## src/rtl/tt_dfd_generic_fifo_mn_flow.sv

```systemverilog
// Multi-push / multi-pop FIFO with ENTRIES slots (need not be a power of two).
// Latency: a pushed entry shows on o_data the cycle after the push; no fall-through.
// Backpressure: per-lane o_psh_rdy from start-of-cycle free space; dropped pushes set o_overflow.
//
// Optional build macro: TT_DFD_FIFO_MN_FLOW_WATERMARK_EN adds o_hwm (peak occupancy).
// Ports:
//   i_clk, i_reset_n (async, active-low)
//   i_data/i_psh/o_psh_rdy    : NUM_WR push lanes, set bits compacted into consecutive slots
//   i_pop/o_valid/o_data      : NUM_RD head-of-queue lanes, lane 0 = oldest, i_pop thermometer
//   i_clear                   : synchronous flush (tied off when ALLOW_CLEAR=0)
//   o_cnt/o_free/o_empty/o_almost_full : occupancy status
//   o_overflow/o_proto_err    : sticky error flags
module tt_dfd_generic_fifo_mn_flow #(
  parameter int DATA_WIDTH   = 8,
  parameter int ENTRIES      = 6,
  parameter int NUM_WR       = 3,
  parameter int NUM_RD       = 2,
  parameter int AFULL_THRESH = ENTRIES - 1,
  parameter int ALLOW_CLEAR  = 1,
  parameter int ADDR_SIZE    = $clog2(ENTRIES)
) (
  input  logic                         i_clk,
  input  logic                         i_reset_n,
  input  logic [NUM_WR*DATA_WIDTH-1:0] i_data,
  input  logic [NUM_WR-1:0]            i_psh,
  output logic [NUM_WR-1:0]            o_psh_rdy,
  input  logic [NUM_RD-1:0]            i_pop,
  output logic [NUM_RD-1:0]            o_valid,
  output logic [NUM_RD*DATA_WIDTH-1:0] o_data,
  input  logic                         i_clear,
  output logic [ADDR_SIZE:0]           o_cnt,
  output logic [ADDR_SIZE:0]           o_free,
  output logic                         o_empty,
  output logic                         o_almost_full,
  output logic                         o_overflow,
  output logic                         o_proto_err
`ifdef TT_DFD_FIFO_MN_FLOW_WATERMARK_EN
  ,output logic [ADDR_SIZE:0]          o_hwm
`endif
);

  localparam int CW = ADDR_SIZE + 1;
  localparam logic [CW-1:0] ENTRIES_C = CW'(ENTRIES);
  localparam logic [CW-1:0] AFULL_C   = CW'(AFULL_THRESH);

  logic [DATA_WIDTH-1:0] mem_q [ENTRIES];
  logic [ADDR_SIZE-1:0]  rd_ptr_q, rd_ptr_d, wr_ptr_q, wr_ptr_d;
  logic [CW-1:0]         cnt_q, cnt_d;
  logic                  ovf_q, ovf_d, perr_q, perr_d;

  logic                  clr;
  logic [CW-1:0]         free;
  logic [NUM_WR-1:0]     psh_rdy;
  logic [NUM_WR-1:0]     psh_acc;
  logic [ADDR_SIZE-1:0]  wr_idx [NUM_WR];
  logic [CW-1:0]         acc_cnt;
  logic [NUM_RD-1:0]     valid;
  logic [NUM_RD-1:0]     pop_ok;
  logic [CW-1:0]         pop_cnt;
  logic                  pop_err;

  // Pointer advance with a single conditional subtract: both operands are
  // below ENTRIES, so the sum never needs more than one correction.
  function automatic logic [ADDR_SIZE-1:0] ptr_add(input logic [ADDR_SIZE-1:0] p,
                                                   input logic [CW-1:0] n);
    logic [CW-1:0] s;
    s = {1'b0, p} + n;
    if (s >= ENTRIES_C) s = s - ENTRIES_C;
    return s[ADDR_SIZE-1:0];
  endfunction

  assign clr  = (ALLOW_CLEAR != 0) && i_clear;
  assign free = ENTRIES_C - cnt_q;

  // Push side: running popcount gives each set lane its compacted slot and
  // its readiness. The prefix count is monotonic, so accepted lanes always
  // form a prefix of the set bits and acc_cnt is the last accepted rank.
  always_comb begin
    logic [CW-1:0] run;
    run     = '0;
    acc_cnt = '0;
    psh_rdy = '0;
    psh_acc = '0;
    for (int i = 0; i < NUM_WR; i++) begin
      wr_idx[i]  = ptr_add(wr_ptr_q, run);
      run        = run + CW'(i_psh[i]);
      psh_rdy[i] = (run <= free);
      psh_acc[i] = i_psh[i] && psh_rdy[i];
      if (psh_acc[i]) acc_cnt = run;
    end
  end

  // Pop side: only the unbroken run of requests from lane 0 over valid
  // lanes is honoured; anything else is a protocol error.
  always_comb begin
    logic live;
    live    = 1'b1;
    pop_ok  = '0;
    pop_cnt = '0;
    valid   = '0;
    o_data  = '0;
    for (int j = 0; j < NUM_RD; j++) begin
      valid[j]  = (cnt_q > CW'(j));
      live      = live && i_pop[j] && valid[j];
      pop_ok[j] = live;
      pop_cnt   = pop_cnt + CW'(live);
      if (valid[j]) o_data[j*DATA_WIDTH +: DATA_WIDTH] = mem_q[ptr_add(rd_ptr_q, CW'(j))];
    end
    pop_err = |(i_pop & ~pop_ok);
  end

  always_comb begin
    cnt_d    = cnt_q + acc_cnt - pop_cnt;
    wr_ptr_d = ptr_add(wr_ptr_q, acc_cnt);
    rd_ptr_d = ptr_add(rd_ptr_q, pop_cnt);
    ovf_d    = ovf_q | (|(i_psh & ~psh_rdy));
    perr_d   = perr_q | pop_err;
    if (clr) begin
      cnt_d    = '0;
      wr_ptr_d = '0;
      rd_ptr_d = '0;
      ovf_d    = 1'b0;
      perr_d   = 1'b0;
    end
  end

  always_ff @(posedge i_clk or negedge i_reset_n) begin
    if (!i_reset_n) begin
      cnt_q    <= '0;
      wr_ptr_q <= '0;
      rd_ptr_q <= '0;
      ovf_q    <= 1'b0;
      perr_q   <= 1'b0;
    end else begin
      cnt_q    <= cnt_d;
      wr_ptr_q <= wr_ptr_d;
      rd_ptr_q <= rd_ptr_d;
      ovf_q    <= ovf_d;
      perr_q   <= perr_d;
    end
  end

  // Storage is deliberately not reset; o_data is gated by o_valid instead.
  always_ff @(posedge i_clk) begin
    if (!clr) begin
      for (int i = 0; i < NUM_WR; i++) begin
        if (psh_acc[i]) mem_q[wr_idx[i]] <= i_data[i*DATA_WIDTH +: DATA_WIDTH];
      end
    end
  end

  assign o_psh_rdy     = psh_rdy;
  assign o_valid       = valid;
  assign o_cnt         = cnt_q;
  assign o_free        = free;
  assign o_empty       = (cnt_q == '0);
  assign o_almost_full = (cnt_q >= AFULL_C);
  assign o_overflow    = ovf_q;
  assign o_proto_err   = perr_q;

`ifdef TT_DFD_FIFO_MN_FLOW_WATERMARK_EN
  // Tracks registered count, so the peak appears one cycle after it is reached.
  logic [CW-1:0] hwm_q, hwm_d;

  always_comb begin
    hwm_d = (cnt_q > hwm_q) ? cnt_q : hwm_q;
    if (clr) hwm_d = '0;
  end

  always_ff @(posedge i_clk or negedge i_reset_n) begin
    if (!i_reset_n) hwm_q <= '0;
    else            hwm_q <= hwm_d;
  end

  assign o_hwm = hwm_q;
`endif

endmodule

```

## config.mk

```make
export PLATFORM = sky130hd
export DESIGN_NAME = tt_dfd_generic_fifo_mn_flow
export DESIGN_NICKNAME = d
export VERILOG_FILES = /design/src/rtl/tt_dfd_generic_fifo_mn_flow.sv
export SDC_FILE = /design/constraint.sdc
export NUM_CORES = 1
export LEC_CHECK = 0
export ABC_AREA = 1
export CAP_MARGIN = 15
export CORE_AREA = 2 2 106 108
export CTS_CLUSTER_DIAMETER = 30
export DETAILED_ROUTE_END_ITERATION = 8
export DIE_AREA = 0 0 108 110
export GPL_ROUTABILITY_DRIVEN = 1
export GPL_TIMING_DRIVEN = 0
export MAX_ROUTING_LAYER = met4
export PLACE_DENSITY = 0.81
export SYNTH_ARGS = -nofsm -noshare
export SYNTH_HDL_FRONTEND = slang
export SYNTH_SLANG_ARGS = --single-unit
```

## constraint.sdc

```tcl
create_clock -name i_clk -period 4.83 [get_ports i_clk]
set_clock_uncertainty 0.2 [all_clocks]
set_input_delay 0.483 -clock i_clk [delete_from_list [all_inputs] [get_ports i_clk]]
set_output_delay 0.483 -clock i_clk [all_outputs]
set_load 0.01 [all_outputs]
```

==> qor.json <==
{
  "cts_buffer_depth": 2,
  "synth_cells": 777,
  "crit_path_top_delay_cell": "sky130_fd_sc_hd__clkdlybuf4s50_1",
  "grt_pass1_vias": 4742,
  "wl_per_cell_um": 15.3,
  "synthMostInstantiatedCell": "sky130_fd_sc_hd__nand2_1",
  "clock_tree.htree_level_count": 3,
  "worstPathCellList": "inv_1 -> clkbuf_1 -> clkbuf_1 -> ha_1 -> o21ai_1 -> nand2_1 -> nand3_1 -> nand3_1 -> inv_1 -> clkdlybuf4s50_1",
  "firstDrtPassIters": 6,
  "ys_ff_latch": 60,
  "remaining_antenna_violation_count": 0,
  "num_antenna_cells": 0,
  "syn2layout_area_growth_pct": 17.6,
  "detail_route.iter0.violations": 715,
  "ctsRootBufferMaster": "sky130_fd_sc_hd__clkbuf_8",
  "power.static_leakage_nw": 3.01,
  "post-cts-setup-buffer-count": 0,
  "remaining_overflow_grt": 0,
  "netSwitchingPower_mw": 1.79,
  "clkLatencyLatePin_ns": 0.32,
  "mean_area_per_synthesized_cell_um2": 7.03,
  "post-synth-top-area-cell": "sky130_fd_sc_hd__edfxtp_1",
  "postCtsResizedCells": 0,
  "setup.worst_path.end_class": "output port",
  "initial_core_util_pct": 51.1,
  "sum_of_buffers_and_inverters_on_the_critical_path": 5,
  "power.sequential.fraction_pct": 23.1,
  "hold_path_class": "reg2reg",
  "drt-vias-per-instance": 5.51,
  "worst-setup-path-type": "reg2out",
  "max_clock_freq_mhz": 224,
  "routabilityCongestion": 0.961,
  "cts_tree": "done",
  "drt_wl_total_um": 15200,
  "tightestPinTransition_ns": 0.741,
  "io_pins": 65,
  "initial_antenna_violation_count": 0,
  "timing.final.crit_share_pct": 92.3,
  "hold_buffers_post_cts": 0,
  "floorplan.core_area_um2": 10700,
  "route.detailed.drc": 0,
  "synth_sequential_area_ratio_pct": 31.9,
  "cp-start-kind": "register",
  "clock-sinks": 60,
  "max_stage_delay_ns": 0.53,
  "setup_violations": 0,
  "synth-edff-count": 48,
  "report.final.hold_viol_count": 0,
  "arrival_ns": 3.78,
  "drv_cap": 0,
  "tritoncts.num_buffers": 9,
  "critPathMaxFanout": 10,
  "synth_flop_cell": "sky130_fd_sc_hd__edfxtp_1",
  "synthesis.nets": 844,
  "clockPowerShare_pct": 9.4,
  "syn-cell-area_um2": 5460,
  "die-area_um2": 11900,
  "critical_path.top_delay_family": "buffers and inverters",
  "comb_power_share_pct": 67.5,
  "slew_violations": 0,
  "total_number_of_vias": 5479,
  "synth_top_cells_by_area": "sky130_fd_sc_hd__edfxtp_1 26%, sky130_fd_sc_hd__nand2_1 14%, sky130_fd_sc_hd__nand3_1 11%, sky130_fd_sc_hd__ha_1 6.6%, sky130_fd_sc_hd__inv_1 6.6%",
  "final.min_clock_period_ns": 4.46,
  "async_reset_ff_share_pct": 20.0,
  "vdd_ir_drop_max_mv": 0.406,
  "grt_start_max_net_pins": 13,
  "yosysWarningCount": 0,
  "total_grt_usage_pct": 27.0,
  "postLayoutCoreUtil_pct": 60.0,
  "fillerInstances": 975,
  "global_route_wire_length_before_repair_um": 24000,
  "buffer_ports.inserted": 64,
  "synth_common_cells": "210 x sky130_fd_sc_hd__nand2_1, 122 x sky130_fd_sc_hd__nand3_1, 96 x sky130_fd_sc_hd__inv_1, 57 x sky130_fd_sc_hd__o21ai_0, 51 x sky130_fd_sc_hd__nor2_1",
  "grt_setup_unrepaired": "false",
  "dp.final_hpwl_um": 12300,
  "cell_internal_pwr_mw": 1.92,
  "power.switching_fraction_pct": 48.2,
  "fraction_of_layout_cells_with_a_size_suffix_above_1_pct": 6.55,
  "required_time_of_the_critical_path_ns": 4.15,
  "design.final.nets": 919,
  "status": "finished, final reports clean",
  "die_width_um": 108,
  "power_density_nw_per_um2": 578,
  "yosysUniqueCellTypes": 43,
  "core.rowCount": 38,
  "post-route-worst-setup-slack_ns": 0.371,
  "placement.setup.worst_slack_ns": 0.251,
  "max-slew-margin-rel_pct": 50.3,
  "chipHeight_um": 110,
  "worst_setup_hold_path_clk_slew_ns": 0.06,
  "netlist.area_leader.share_pct": 26.4,
  "fin_setup_tns_ns": 0
}
==> final cells by class <==
| type | count | area [um2] | share of cell area, % |
|---|---|---|---|
| Multi-Input combinational cell | 591 | 3170 | 49.4 |
| Sequential cell | 60 | 1740 | 27.1 |
| Timing Repair Buffer | 64 | 641 | 9.97 |
| Inverter | 104 | 400 | 6.23 |
| Tap cell | 140 | 175 | 2.73 |
| Buffer | 22 | 149 | 2.32 |
| Clock buffer | 10 | 128 | 1.99 |
| Clock inverter | 4 | 18.8 | 0.292 |
==> layout by cell type (no fill, tap or decap), types with 4 or more instances in the layout <==
cell | Yosys | routed
sky130_fd_sc_hd__inv_1 | 96 | 96
sky130_fd_sc_hd__nor2_2 | 7 | 7
sky130_fd_sc_hd__o21ai_0 | 57 | 57
sky130_fd_sc_hd__fa_1 | 6 | 6
sky130_fd_sc_hd__clkbuf_1 | 12 | 13
sky130_fd_sc_hd__nand2_1 | 210 | 210
sky130_fd_sc_hd__ha_1 | 29 | 29
sky130_fd_sc_hd__clkdlybuf4s50_1 | 0 | 64
sky130_fd_sc_hd__edfxtp_1 | 48 | 48
sky130_fd_sc_hd__o2111ai_1 | 6 | 6
sky130_fd_sc_hd__a21oi_1 | 41 | 41
sky130_fd_sc_hd__o21ai_1 | 11 | 11
sky130_fd_sc_hd__clkbuf_8 | 0 | 9
sky130_fd_sc_hd__nor2_1 | 51 | 51
sky130_fd_sc_hd__nand2_2 | 6 | 6
sky130_fd_sc_hd__nand4_1 | 7 | 7
sky130_fd_sc_hd__buf_6 | 4 | 4
sky130_fd_sc_hd__and3_1 | 6 | 6
sky130_fd_sc_hd__dfrtp_1 | 12 | 12
sky130_fd_sc_hd__a211oi_1 | 5 | 5
sky130_fd_sc_hd__nand3_1 | 122 | 122
sky130_fd_sc_hd__inv_2 | 5 | 5
==> through the flow <==
step                hold slack [ns]  total power [mW]  cell area, um2  instances
floorplan                   -0.0126              2.41            5460        777
global placement              0.291              3.29            6280        981
detailed placement            0.300              3.35            6280        981
CTS                           0.314              3.70            6420        995
global route                  0.351              4.03            6420        995
finish                        0.306              3.72            6420        995
==> tightest hold or removal path, stage by stage, from the launching register on <==
cell and delay [ns]:
sky130_fd_sc_hd__dfrtp_1 0.34, sky130_fd_sc_hd__nor3_1 0.05, sky130_fd_sc_hd__nor2_1 0.07
==> registers in the layout, summed over array words and instances (netlist names) <==
register	flops
o_cnt	4
o_proto_err	1
o_overflow	1
wr_ptr_q	3
mem_q	48
rd_ptr_q	3
==> final timing paths <==
path,slack (ns),endpoint,start,depth (start not counted)
max,0.37,o_data[14],rd_ptr_q[0]$_DFF_PN0_,10
min,0.31,o_overflow$_DFF_PN0_,o_overflow$_DFF_PN0_,2
max reg2reg,0.80,o_cnt[3]$_DFF_PN0_,o_cnt[0]$_DFF_PN0_,16
min reg2reg,0.31,o_overflow$_DFF_PN0_,o_overflow$_DFF_PN0_,2
max in group asynchronous,3.74,o_proto_err$_DFF_PN0_,i_reset_n,1
min in group asynchronous,0.32,wr_ptr_q[1]$_DFF_PN0_,i_reset_n,1
==> layer usage <==
metal  vias to the layer above  track usage [%]  routed length (um)
met4                         0             9.34                 386
met1                      2420             37.0                6740
li1                       2739                -                   -
met3                        37             3.00                1070
met2                       283             42.1                6980
met5                         -                -                   0
==> cell families (layout without fill, tap and decap cells) <==
| group | Yosys count | count (layout) | synth area share (%) |
|---|---|---|---|
| xor+xnor | 6 | 6 | 1.10 |
| flops | 60 | 60 | 31.9 |
| fa+ha+maj | 35 | 35 | 8.84 |
| simple gates | 424 | 424 | 35.7 |
| compound gates | 126 | 126 | 12.4 |
| buf+inv | 126 | 204 | 10.1 |
==> power groups by stage <==
stage                     combinational, mW  sequential [mW]  clock, mW
final                                  2.51            0.858      0.349
after global routing                   2.77            0.875      0.382
after CTS                              2.49            0.857      0.355
after detailed placement               2.48            0.867          0
after global placement                 2.43            0.863          0
after floorplan                        1.58            0.836          0
Note: power is estimated with default switching activity, not from simulation.
